===== src/rtl/uart_tx.sv =====
// uart_tx: 8N1-style serial transmitter driven by a shared 16x baud tick.
// Sends a start bit, DBIT data bits LSB first, then a stop bit that is
// SB_TICK ticks long. The serial line comes straight from a flop, so it
// never glitches.
module uart_tx #(
    parameter int DBIT    = 8,   // data bits per frame, 1..8
    parameter int SB_TICK = 16   // ticks in the stop bit, 1..16
) (
    input  logic            clk,
    input  logic            reset,
    input  logic            tx_start,
    input  logic            s_tick,
    input  logic [DBIT-1:0] din,
    output logic            tx_done,
    output logic            tx_busy,
    output logic            tx
);

    localparam logic [1:0] IDLE  = 2'd0;
    localparam logic [1:0] START = 2'd1;
    localparam logic [1:0] DATA  = 2'd2;
    localparam logic [1:0] STOP  = 2'd3;

    // The last tick of a full bit, of the stop bit, and the index of the
    // last data bit, all sized to the counters they are compared with.
    localparam logic [3:0] S_LAST  = 4'd15;
    localparam logic [3:0] SB_LAST = 4'(SB_TICK - 1);
    localparam logic [2:0] N_LAST  = 3'(DBIT - 1);

    logic [1:0] state_q, state_d;
    logic [3:0] s_q, s_d;       // tick count within the current bit
    logic [2:0] n_q, n_d;       // data bit index
    logic [7:0] b_q, b_d;       // shift register, bit 0 is on the line
    logic       tx_q, tx_d;     // registered line level
    logic [7:0] din_ext;

    // Zero-extend the parallel word so narrow frames shift out the same way.
    always_comb begin
        din_ext            = '0;
        din_ext[DBIT-1:0]  = din;
    end

    // Next-state, counter and line-level logic; tx_done fires on the
    // STOP->IDLE transition cycle only.
    always_comb begin
        state_d = state_q;
        s_d     = s_q;
        n_d     = n_q;
        b_d     = b_q;
        tx_d    = 1'b1;
        tx_done = 1'b0;
        case (state_q)
            IDLE: begin
                tx_d = 1'b1;
                if (tx_start) begin
                    state_d = START;
                    s_d     = '0;
                    b_d     = din_ext;
                end
            end
            START: begin
                tx_d = 1'b0;
                if (s_tick) begin
                    if (s_q == S_LAST) begin
                        state_d = DATA;
                        s_d     = '0;
                        n_d     = '0;
                    end else begin
                        s_d = s_q + 4'd1;
                    end
                end
            end
            DATA: begin
                tx_d = b_q[0];
                if (s_tick) begin
                    if (s_q == S_LAST) begin
                        s_d = '0;
                        b_d = {1'b0, b_q[7:1]};
                        if (n_q == N_LAST) begin
                            state_d = STOP;
                        end else begin
                            n_d = n_q + 3'd1;
                        end
                    end else begin
                        s_d = s_q + 4'd1;
                    end
                end
            end
            STOP: begin
                tx_d = 1'b1;
                if (s_tick) begin
                    if (s_q == SB_LAST) begin
                        state_d = IDLE;
                        tx_done = 1'b1;
                    end else begin
                        s_d = s_q + 4'd1;
                    end
                end
            end
            default: begin
                state_d = IDLE;
            end
        endcase
    end

    // State and datapath registers; reset drops the frame in flight and
    // returns the line to idle-high at once.
    always_ff @(posedge clk or posedge reset) begin
        if (reset) begin
            state_q <= IDLE;
            s_q     <= '0;
            n_q     <= '0;
            b_q     <= '0;
            tx_q    <= 1'b1;
        end else begin
            state_q <= state_d;
            s_q     <= s_d;
            n_q     <= n_d;
            b_q     <= b_d;
            tx_q    <= tx_d;
        end
    end

    assign tx      = tx_q;
    assign tx_busy = (state_q != IDLE);

endmodule


===== config.mk =====
export PLATFORM = sky130hd
export DESIGN_NAME = uart_tx
export DESIGN_NICKNAME = d
export VERILOG_FILES = /design/src/rtl/uart_tx.sv
export SDC_FILE = /design/constraint.sdc
export NUM_CORES = 1
export LEC_CHECK = 0
export CAP_MARGIN = 30
export CELL_PAD_IN_SITES_DETAIL_PLACEMENT = 0
export CELL_PAD_IN_SITES_GLOBAL_PLACEMENT = 1
export CORE_ASPECT_RATIO = 0.75
export CORE_UTILIZATION = 41
export DETAILED_ROUTE_END_ITERATION = 12
export PLACE_DENSITY = 0.81
export SYNTH_ARGS = -nofsm -noshare
export SYNTH_HDL_FRONTEND = slang
export SYNTH_SLANG_ARGS = --single-unit

===== constraint.sdc =====
create_clock -name clk -period 2.75 [get_ports clk]
set_input_delay 0.55 -clock clk [delete_from_list [all_inputs] [get_ports clk]]
set_output_delay 0.55 -clock clk [all_outputs]
set_load 0.005 [all_outputs]

# Word-level counts from Yosys, hierarchy flattened
# Cells that the tools add are included.
# Widths: inputs -> output; s select.
# word_totals
ff_bits	18
in_bits	12
out_inout_bits	3
word_cells	62
# op_classes
addsub	2
eq_ne	16
n_mux	29
n_reduce_logical	10
# op_table
cell	count
$mux 8	3
$mux 4	5
$ne 2x2->1 const B	10
$mux 2	8
$pmux 8 s2	1
$mux 3	5
$pmux 4 s3	1
$pmux 2 s4	1
$reduce_and 4->1	2
$reduce_and 8->1	1
$pmux 3 s2	1
$reduce_and 6->1	1
$reduce_bool 2->1	3
$add 4x1->4 const B	1
$eq 2x2->1 const B	2
$eq 4x4->1 const B	1
$reduce_or 2->1	2
$add 3x1->3 const B	1
$eq 3x3->1 const B	1
$mux 1	3
$pmux 1 s3	1
$eq 2x1->1 const B	1
$logic_not 2->1	1
$ne 2x1->1 const B	1

# Longest topological paths before layout
# logic_depth
word_depth	5
mapped_depth	7
depth_no_buf	6

# Worst setup path before layout
# Ideal clock, no wire load.
# synth_path
path_kind	register to register
from	reg state_q[0]
to	reg state_q[1]
setup_ns	0.128
t_arrival_ns	1.832
t_required_ns	2.622
setup_slack_ns	0.791
path_stages_with_launch	7
path_buffers	0
period_less_slack_ns	1.959
path_cell_list	dfrtp_1 inv_1 ha_1 nor2b_4 or4_4 a221oi_2 mux2_1
# synth_via
elab_chain_cells	3
elab_cells_between_ends	14
cone_classes	eq/ne: 11; mux: 1; reduce/logical: 2
# synth_rtl
item	line	text
from (decl)	30	logic [1:0] state_q, state_d;
from (signal assigned)	116	state_q <= state_d;
$eq 2x2->1 (tied with other cells)	52	case (state_q)
$ne 2x2->1 (no line)	--	
$reduce_and 8->1 (no line)	--	
# Several ways; a longest one is shown, not always the timed one.
# A chain may end at the register's enable or synchronous reset.

# Worst setup path in the final report
# layout_path
from	in s_tick
to	out tx_done
# layout_via
elab_chain_cells	2
# layout_rtl
item	line	text
from (decl)	12	input logic s_tick,
$mux 1	91	if (s_tick) begin
$mux 1	52	
to (decl)	14	output logic tx_done,
# Every way passes these cells.

==> run_results.csv <==
group,metric,value,unit
status,status,"finished, final reports clean",
critical_path,worstPathMaxFanout,2,
floorplanning,die_x,64.31,um
timing,max_clock_freq,419.4,MHz
clock_tree,cts_resized,0,
synthesis,async_reset_ff_share,100.0,%
timing,setup_viol,0,
critical_path,crit_buf_inv,2,
place,dp_cells,184,
critical_path,r2r_slack,0.61,ns
critical_path,start_kind,"input pin",
synthesis,syn_nets,154,
detailed_routing,postRouteAntennaNets,0,
synthesis,synthTopCellsByCount,"dfrtp_1, nand2_1, inv_1, o21ai_1, a21oi_1",
job,drv_cap,0,
critical_path,rr_worst_depth,6,
critical_path,crit_family,"buffers and inverters",
floorplanning,coreArea,0.002683,sq mm
detailed_routing,drc,0,
grt,grt_max_degree,32,
clock_tree,cts_root_buf,"clkbuf_8",
floorplanning,dieArea,0.003133,sq mm
critical_path,rr_endpoint,"state_q[1]",
synthesis,synth.distinct_cells,40,
synthesis,ys_seq_elements,18,
grt,grt_pass1_wl,4809,um
grt,overflow,0,
critical_path,slowest_delay,0.49,ns
cells_and_area,drive_gt1_share,9.211,%
critical_path,crit_end,"tx_done",
place,place.port_buffers,14,
cells_and_area,multi_input_area,680.7,sq um
timing,relSlewSlack,53.42,%
cells_and_area,utilization,53.59,%
floorplanning,io_pins,15,
timing,period_minus_slack,2.384,ns
floorplanning,start_util,44.50,%
synthesis,synth_top_family_by_area,"compound AO/OA/AOI/OAI gates",
critical_path,crit_cells,4,
timing,finalCritPeriodShare,86.70,%
timing,finalSetupTns,0,ns
cells_and_area,num-fill-cells,272,
clock_tree,cts_buffer_depth,2,
synthesis,synth_compound_area_share,28.62,%
cells_and_area,diodes,0,
synthesis,synthCells,135,
cells_and_area,syn_to_final_growth,20.44,%
synthesis,synth_top_area_share,35.64,%
clock_tree,clk_latency,0.25,ns
clock_tree,ctsHoldBuffers,0,
synthesis,synth_edf_count,0,
place,dp.final_hpwl,2034,um
clock_tree,htree_levels,1,
cells_and_area,nNetsFinal,172,
timing,worst_pin_slew,0.6979,ns
critical_path,cp_cell_sequence,"clkdlybuf4s50_1, and4_1, and2_1, clkdlybuf4s50_1",
synthesis,muxShareOfSynthArea,1.782,%
critical_path,path_class,"input pin to output port",
clock_tree,clock_sinks,18,
detailed_routing,viasPerCell,5.585,
worst_hold_path,holdCritPathClass,"register to register",
clock_tree,post-cts-setup-buffer-count,0,
synthesis,syn_area_per_cell,8.842,sq um
detailed_routing,first_pass_iters,4,
synthesis,synth_area,0.001194,sq mm
power,ir_drop,0.0005227,V
cells_and_area,stdcell_count,188,
power,leakagePower,0.6337,nW
timing,final_max_slew_viol_count,0,
clock_tree,cts_tree,"yes",
critical_path,crit_path_end_kind,"output port",
timing,rsz0062_at_grt,"no",
grt,grt_pass1_vias,989,
critical_path,arrival,1.83,ns
synthesis,synth_area_leader_cell,"dfrtp_1",
synthesis,yosys-top-cells-area,"dfrtp_1, ha_1, o21ai_1",
critical_path,timing.rr.start,"state_q[0]",
timing,timing.final.hold_violations,0,
synthesis,synth-main-ff-cell,"dfrtp_1",
grt,antenna_found_initial,0,
cells_and_area,seq_area,451.7,sq um
grt,grt_usage,19.61,%
synthesis,yosys.area_share.simple,19.29,%
floorplanning,die_h,48.73,um
critical_path,slowest_stage,"clkdlybuf4s50_1",
critical_path,crit_required,2.20,ns
detailed_routing,vias,1050,
critical_path,crit_start,"s_tick",
power,power_density,946.9,mW/mm^2
critical_path,cp_common_cell,"clkdlybuf4s50_1",
floorplanning,num_rows,16,
place,place.gp.congestion,0.8058,
detailed_routing,drt_iter0_markers,48,
synthesis,yosysWarnings,0,
synthesis,synthAdderAreaFrac,7.338,%
synthesis,synth-xor-area-share,0,%
detailed_routing,routed_wirelength,2718,um
detailed_routing,drt-wirelength-per-cell,14.46,um
clock_tree,cts_made_buffers,3,
timing,finClkSkew,0.006671,ns
synthesis,yosysMostFrequentCell,"dfrtp_1",
synthesis,ys_seq_area_share,37.84,%
clock_tree,clkTransAtPathRegs,0.07,ns
-- cell usage in the layout (no fill, tap or decap), types with 4 or more instances in the layout --
cell type,count
a21oi_1,8
a22o_1,4
buf_4,5
clkdlybuf4s50_1,14
dfrtp_1,17
ha_1,7
inv_1,9
nand2_1,10
nor2_1,6
nor3_1,6
o21ai_0,6
o21ai_1,9
o22ai_1,7
-- per-layer routing --
metal	share of wire [%]	up-vias	GRT usage, %
met3	2.7	0	4.245
met1	55	498	31.09
met4	0	0	1.111
met2	42	13	28.25
li1	-	539	-
met5	0	-	0
-- sequential cells by signal (all words and copies together), names as in the netlist --
register	cells
tx	1
state_q	2
s_q	4
b_q	8
n_q	3
-- metrics by stage --
| step | worst slack, ns | hold WS (ns) | power [mW] | area (sq um) |
|---|---|---|---|---|
| finish | 0.3656 | 0.5051 | 1.361 | 1438 |
| global route | 0.3426 | 0.5325 | 1.500 | 1438 |
| CTS | 0.3609 | 0.5110 | 1.373 | 1438 |
| detailed placement | 0.3473 | 0.4870 | 1.175 | 1393 |
| global placement | 0.3738 | 0.4847 | 1.150 | 1393 |
| floorplan | 0.7907 | 0.4658 | 0.9762 | 1194 |
-- kinds of logic after synthesis --
group / Yosys count
fa+ha+maj: 7
buf+inv: 16
simple gates: 42
compound gates: 50
mux: 2
flops: 18
-- where the power goes --
| group | internal, mW | switching, mW | leakage [nW] |
|---|---|---|---|
| Combinational | 0.346 | 0.396 | 0.394 |
| Sequential | 0.357 | 0.0746 | 0.217 |
| Clock | 0.103 | 0.0844 | 0.0228 |
-- final cells by class --
cell class,instances,share of cell area (%)
Clock buffer,4,3.133
Inverter,10,2.611
Tap cell,36,3.133
Timing Repair Buffer,19,12.36
Sequential cell,18,31.42
Multi-Input combinational cell,101,47.35
-- worst min path at each step --
stage	endpoint	start	cells past startpoint
after detailed placement	b_q[7]	b_q[7]	1
after global routing	b_q[7]	b_q[7]	1
final	b_q[7]	b_q[7]	1
after global placement	b_q[7]	b_q[7]	1
after CTS	b_q[7]	b_q[7]	1
after floorplan	b_q[7]	b_q[7]	1
-- worst register-to-register path, stage by stage, from the launching register on --
cell and delay, ns:
dfrtp_1 0.39, inv_1 0.08, ha_1 0.29, nor2b_4 0.18
or4_4 0.42, a221oi_2 0.32, mux2_1 0.35
(Power assumes the default switching activity.)
